### src/rtl/pipeline_irq_ctrl.sv
// -----------------------------------------------------------------------------
// pipeline_irq_ctrl
//
// Interrupt sequencer for the 5-stage pipeline. Two asynchronous external lines
// are synchronised, rising edges are latched as pending requests, and the
// highest-priority enabled request is taken when a real instruction commits in
// the M stage. Taking an interrupt flushes IF/ID/EX and redirects fetch to the
// line's vector, saving the return PC. An mret reaching M while in the handler
// flushes again and redirects fetch back to the saved PC.
//
// All state changes on the falling clock edge to line up with the pipeline
// registers. The reset is asynchronous and active-low.
//
// Ports
//   i_clock        pipeline clock (state updates on negedge)
//   i_clr_n        asynchronous active-low reset
//   i_irq_pins     [1:0] external interrupt lines, asynchronous, rising-edge
//   i_irq_mask     [1:0] per-line enable (1 = enabled)
//   i_gie          global interrupt enable
//   i_m_valid      M stage holds a real instruction
//   i_m_pc         [31:0] PC of the M-stage instruction
//   i_m_pcsrc      M-stage branch/jump taken
//   i_m_nextpc     [31:0] M-stage branch/jump target
//   i_m_mret       M-stage instruction is mret
//   o_flush        squash IF/ID, ID/EX and EX/M at this edge
//   o_redirect     override the IF next PC with o_redirect_pc
//   o_redirect_pc  [31:0] forced fetch address (0 when not redirecting)
//   o_irq_ack      [1:0] one-hot single-cycle acknowledge of the taken line
//   o_in_handler   handler active
//   o_cause        [1:0] one-hot line being serviced, held while in handler
//   o_epc          [31:0] saved return PC
// -----------------------------------------------------------------------------
module pipeline_irq_ctrl #(
    parameter logic [31:0] VEC0 = 32'h0000_0100,
    parameter logic [31:0] VEC1 = 32'h0000_0180
) (
    input  logic        i_clock,
    input  logic        i_clr_n,
    input  logic [1:0]  i_irq_pins,
    input  logic [1:0]  i_irq_mask,
    input  logic        i_gie,
    input  logic        i_m_valid,
    input  logic [31:0] i_m_pc,
    input  logic        i_m_pcsrc,
    input  logic [31:0] i_m_nextpc,
    input  logic        i_m_mret,
    output logic        o_flush,
    output logic        o_redirect,
    output logic [31:0] o_redirect_pc,
    output logic [1:0]  o_irq_ack,
    output logic        o_in_handler,
    output logic [1:0]  o_cause,
    output logic [31:0] o_epc
);

    typedef enum logic {
        S_IDLE    = 1'b0,
        S_HANDLER = 1'b1
    } state_t;

    state_t      r_state;
    state_t      w_state_next;

    logic [1:0]  r_sync1;
    logic [1:0]  r_sync2;
    logic [1:0]  r_sync3;
    logic [1:0]  w_edge;

    logic [1:0]  r_pend;
    logic [1:0]  w_pend_next;
    logic [1:0]  w_req;
    logic [1:0]  w_sel;
    logic [31:0] w_sel_vec;
    logic        w_take;

    logic [31:0] r_epc;
    logic [31:0] w_epc_next;
    logic [1:0]  r_cause;
    logic [1:0]  w_cause_next;

    // Per-line two-flop synchroniser plus one delay flop for edge detection.
    generate
        for (genvar gi = 0; gi < 2; gi++) begin : g_sync
            always_ff @(negedge i_clock or negedge i_clr_n) begin
                if (!i_clr_n) begin
                    r_sync1[gi] <= 1'b0;
                    r_sync2[gi] <= 1'b0;
                    r_sync3[gi] <= 1'b0;
                end else begin
                    r_sync1[gi] <= i_irq_pins[gi];
                    r_sync2[gi] <= r_sync1[gi];
                    r_sync3[gi] <= r_sync2[gi];
                end
            end

            assign w_edge[gi] = r_sync2[gi] & ~r_sync3[gi];
        end
    endgenerate

    // A new edge in the same cycle as the acknowledge keeps the line pending,
    // so a request arriving while the previous one is being taken is not lost.
    assign w_pend_next = (r_pend & ~o_irq_ack) | w_edge;

    assign w_req     = r_pend & i_irq_mask;
    assign w_sel     = w_req[0] ? 2'b01 : (w_req[1] ? 2'b10 : 2'b00);
    assign w_sel_vec = w_req[0] ? VEC0 : VEC1;

    // The committing instruction must be real and must not itself be an mret,
    // otherwise the return address would be meaningless.
    assign w_take = i_gie & (|w_req) & i_m_valid & ~i_m_mret;

    always_comb begin
        w_state_next  = r_state;
        w_epc_next    = r_epc;
        w_cause_next  = r_cause;
        o_flush       = 1'b0;
        o_redirect    = 1'b0;
        o_redirect_pc = 32'h0;
        o_irq_ack     = 2'b00;

        case (r_state)
            S_IDLE: begin
                if (w_take) begin
                    o_flush       = 1'b1;
                    o_redirect    = 1'b1;
                    o_redirect_pc = w_sel_vec;
                    o_irq_ack     = w_sel;
                    // The M instruction retires, so return to its successor.
                    w_epc_next    = i_m_pcsrc ? i_m_nextpc : (i_m_pc + 32'd4);
                    w_cause_next  = w_sel;
                    w_state_next  = S_HANDLER;
                end
            end
            S_HANDLER: begin
                if (i_m_valid && i_m_mret) begin
                    o_flush       = 1'b1;
                    o_redirect    = 1'b1;
                    o_redirect_pc = r_epc;
                    w_cause_next  = 2'b00;
                    w_state_next  = S_IDLE;
                end
            end
            default: begin
                w_state_next = S_IDLE;
            end
        endcase
    end

    always_ff @(negedge i_clock or negedge i_clr_n) begin
        if (!i_clr_n) begin
            r_state <= S_IDLE;
            r_pend  <= 2'b00;
            r_epc   <= 32'h0;
            r_cause <= 2'b00;
        end else begin
            r_state <= w_state_next;
            r_pend  <= w_pend_next;
            r_epc   <= w_epc_next;
            r_cause <= w_cause_next;
        end
    end

    assign o_in_handler = (r_state == S_HANDLER);
    assign o_cause      = r_cause;
    assign o_epc        = r_epc;

endmodule

### config.mk
export PLATFORM = sky130hd
export DESIGN_NAME = pipeline_irq_ctrl
export DESIGN_NICKNAME = d
export VERILOG_FILES = /design/src/rtl/pipeline_irq_ctrl.sv
export SDC_FILE = /design/constraint.sdc
export NUM_CORES = 1
export LEC_CHECK = 0
export CAP_MARGIN = 25
export CORE_MARGIN = 5
export CORE_UTILIZATION = 36
export CTS_CLUSTER_SIZE = 16
export DETAILED_ROUTE_END_ITERATION = 7
export PLACE_DENSITY = 0.87
export SYNTH_ARGS = -nofsm -noshare
export SYNTH_HDL_FRONTEND = slang
export SYNTH_SLANG_ARGS = --single-unit
export TNS_END_PERCENT = 30
### constraint.sdc
create_clock -name i_clock -period 1.6 [get_ports i_clock]
set_clock_uncertainty 0.05 [all_clocks]
set_input_delay 0.32 -clock i_clock [delete_from_list [all_inputs] [get_ports i_clock]]
set_output_delay 0.32 -clock i_clock [all_outputs]
set_load 0.03 [all_outputs]
==> run metrics <==
hold crit path type reg2reg; worst path arrival time about 2.4 ns; synth unique cells 37; FF+latch area between 1000 and 1500 um^2; Worst Setup SP o_in_handler; multi-input combinational cell area 1980 um^2; DP HPWL around 8.5 mm; CTS Hold Bufs 0; GR Overflow Total 0; Bufs on Longest Clock Path 2; clock latency at the later pin of the worst-skew pair about 0.30 ns; drt via density roughly 5.8; layout cell share with drive strength beyond 1 between 50 and 60%; post-synthesis sequential area ratio between 30% and 40%; drt pass-1 iters 5; Vias 3944; Worst path max stage delay between 0.3 and 0.4 ns; Worst Path Required between 1 and 1.5 ns; Critical Path Start Type flop; largest net degree at the start of global routing 28; Num CTS Buffers 5; DP Area around 4800 um^2; Post-Route Utilization about 84%; syn nets ~400; Ys Warns 0; Die H around 97 um; failing checks setup timing; GPL Wtd Cong between 0.8 and 0.9; Area Overhead vs Synth 126%; drc violations 0; Final Hold Viols 0; critical path class reg2out; first-pass GRT wire length between 20 and 25 mm; CTS root buf clkbuf_8; PD cells 794 nW/um^2; CP Capture Type output pin; initial antenna violation count 3; crit path max fanout 4; # nets final between 600 and 700; switch share a little under two fifths; setup violators final 108; status finished, violations left; Avg WL per Cell around 23 um; post-synthesis cell area around 2700 um^2; design internal power ~3.0 mW; Net Sw Power 1.82 mW; Reg clk slew, reported paths around 0.060 ns; Slew headroom 68.6%; Hold Path Origin r_sync1[0]; Cells after DPL ~640; Finished Layout Cells a little under 700; clock network power share between 10% and 20%; DRT Wirelength 15.8 mm; CTS tree built; worst hold slack between 0.2 and 0.25 ns; starting density of the core 37.0%; core area ~7300 um^2; Reg2Reg Launch Point o_in_handler; Worst-Margin Slew 0.466 ns; max-slew violations 0; CP Cell Sequence buf_4 -> nor4bb_4 -> nand2b_4 -> buf_12 -> nand2_2 -> buf_6; Synth Instances 322; maxcap violations 0; RSZ-0062 raised after global routing true; DRT antenna net count 0; I/O Pins 145; Die X just under 100 um; Crit-path slowest cell dfrtn_1; Die ar. around 9300 um^2; fill count about 360; Clock Sinks 43; CTS H-tree lvls 2; 1st-iter DRT viols roughly 320; Tot GR Track Use between 20% and 30%; mean post-synth cell area around 8.4 um^2; fin area roughly 6100 um^2; combinational share of power about half; Sequential Power Share approximately a third; worst vdd ir 0.538 mV; Leakage roughly 2.9 nW; cell row count 31; Yosys reg bits 43; Port Buf Inserts ~140; final setup margin -1.21 ns; vias in the first global route approximately 4k
==> worst max-delay path: cells and delay by family (launching register included) <==
| family | cells | cell delay, ns |
|---|---|---|
| buffers and inverters | 3 | 0.43 |
| flip-flops | 1 | 0.36 |
| AND/OR/NAND/NOR | 3 | 0.56 |
==> final cells by class <==
| class | count | share of cell area, % |
|---|---|---|
| timing repair buffer | 270 | 45.3 |
| multi-input combinational | 252 | 32.5 |
| sequential | 43 | 17.7 |
| tap | 99 | 2.03 |
| clock buffer | 6 | 1.36 |
| clock inverter | 2 | 0.575 |
| inverter | 8 | 0.493 |
| antenna | 2 | 0.0821 |
==> power by group through the flow <==
stage	sequential, mW	combinational (mW)	clock (mW)
floorplan	1.86	0.419	0
global placement	1.48	1.77	0
detailed placement	1.50	1.83	0
CTS	1.51	2.14	0.900
global route	1.58	2.47	0.963
finish	1.56	2.37	0.911
==> kinds of logic after synthesis <==
| group | Yosys count | synth area share [%] |
|---|---|---|
| fa+ha+maj | 1 | 0.463 |
| compound gates | 67 | 14.6 |
| buf+inv | 27 | 4.03 |
| mux | 5 | 1.85 |
| simple gates | 160 | 33.1 |
| xor+xnor | 19 | 6.16 |
| flops | 43 | 39.9 |
==> metrics by stage <==
step | power (mW) | setup WS (ns) | setup TNS (ns)
after detailed placement | 3.33 | -1.60 | -86.38
after floorplan | 2.28 | -0.972 | -62.32
after global routing | 5.01 | -1.25 | -84.81
after CTS | 4.55 | -1.17 | -76.01
after global placement | 3.26 | -1.54 | -82.59
final | 4.84 | -1.21 | -81.51
==> metal layers <==
metal	track usage [%]	wire length, um
met5	0	7
met4	15.2	1020
met3	4.24	1170
met2	50.2	8350
met1	31.5	5210
==> state kept, by name (all words and copies together) (netlist names) <==
signal / count
r_sync1: 2
o_cause: 2
r_pend: 2
o_in_handler: 1
r_sync3: 2
o_epc: 32
r_sync2: 2
==> path summary, 6_finish.rpt <==
path | endpoint | slack (ns) | depth (start not counted)
min | r_sync2[0] | 0.25 | 0
min in group asynchronous | r_sync3[0] | 0.48 | 1
min reg2reg | r_sync2[0] | 0.25 | 0
max | o_redirect_pc[8] | -1.21 | 6
max reg2reg | o_epc[30] | -0.57 | 9
max in group asynchronous | o_epc[26] | 0.62 | 2
==> synthesized netlist by cell type <==
master | number | area (um^2)
dfrtn_1 | 43 | 1080
nand2_1 | 37 | 139
and2_1 | 31 | 194
o21ai_0 | 24 | 120
nand3_1 | 19 | 95.1
nor2_1 | 18 | 67.6
a21oi_1 | 17 | 85.1
clkbuf_1 | 17 | 63.8
xnor2_1 | 14 | 123
and3_1 | 10 | 62.6
nand4_1 | 10 | 62.6
inv_1 | 8 | 30.0
nor3_1 | 6 | 30.0
nor4_2 | 6 | 75.1
o22ai_1 | 6 | 37.5
mux2i_1 | 5 | 50.1
nand2b_1 | 5 | 31.3
nor4_1 | 5 | 31.3
xor2_1 | 5 | 43.8
and4_1 | 4 | 35.0
o211ai_1 | 4 | 30.0
o31ai_1 | 4 | 30.0
o31a_1 | 3 | 26.3
or3_1 | 3 | 18.8
a31o_2 | 2 | 17.5
a31oi_1 | 2 | 12.5
buf_4 | 2 | 15.0
o21ai_1 | 2 | 10.0
or2_2 | 2 | 12.5
a21o_1 | 1 | 7.51
a221oi_1 | 1 | 8.76
a22oi_1 | 1 | 7.51
ha_1 | 1 | 12.5
nand3_2 | 1 | 10.0
nand3b_1 | 1 | 7.51
nand4bb_1 | 1 | 11.3
nor4bb_1 | 1 | 10.0
==> cells in the final DEF, fill, tap and decap left out, types with 3 or more instances in the layout <==
master | Yosys | layout
nand3_2 | 1 | 4
dfrtn_1 | 43 | 43
buf_4 | 2 | 71
buf_12 | 0 | 5
nand4_1 | 10 | 10
buf_6 | 0 | 128
and3_1 | 10 | 7
clkbuf_8 | 0 | 6
nor3_1 | 6 | 4
xor2_1 | 5 | 5
nor4_1 | 5 | 3
o22ai_1 | 6 | 5
a21oi_2 | 0 | 8
nor4_4 | 0 | 8
o31ai_2 | 0 | 3
nand2_1 | 37 | 29
o21ai_1 | 2 | 20
a21oi_1 | 17 | 8
and3_4 | 0 | 3
nor2_4 | 0 | 3
mux2i_1 | 5 | 4
buf_8 | 0 | 8
o211ai_1 | 4 | 4
o31a_1 | 3 | 3
dlygate4sd2_1 | 0 | 5
and2_4 | 0 | 29
nand2b_1 | 5 | 4
nor2_1 | 18 | 14
xnor2_1 | 14 | 12
inv_1 | 8 | 7
o21ai_0 | 24 | 5
nand2_2 | 0 | 4
nand3_1 | 19 | 15
buf_2 | 0 | 11
clkdlybuf4s50_1 | 0 | 37
==> timing repair <==
action,in CTS,in global routing
endpoints found under the setup margin,108,108
gates cloned,3,3
buffers inserted,14,10
pin swaps,43,17
resized for setup,325,73
Power figures use the tool's default switching activity.
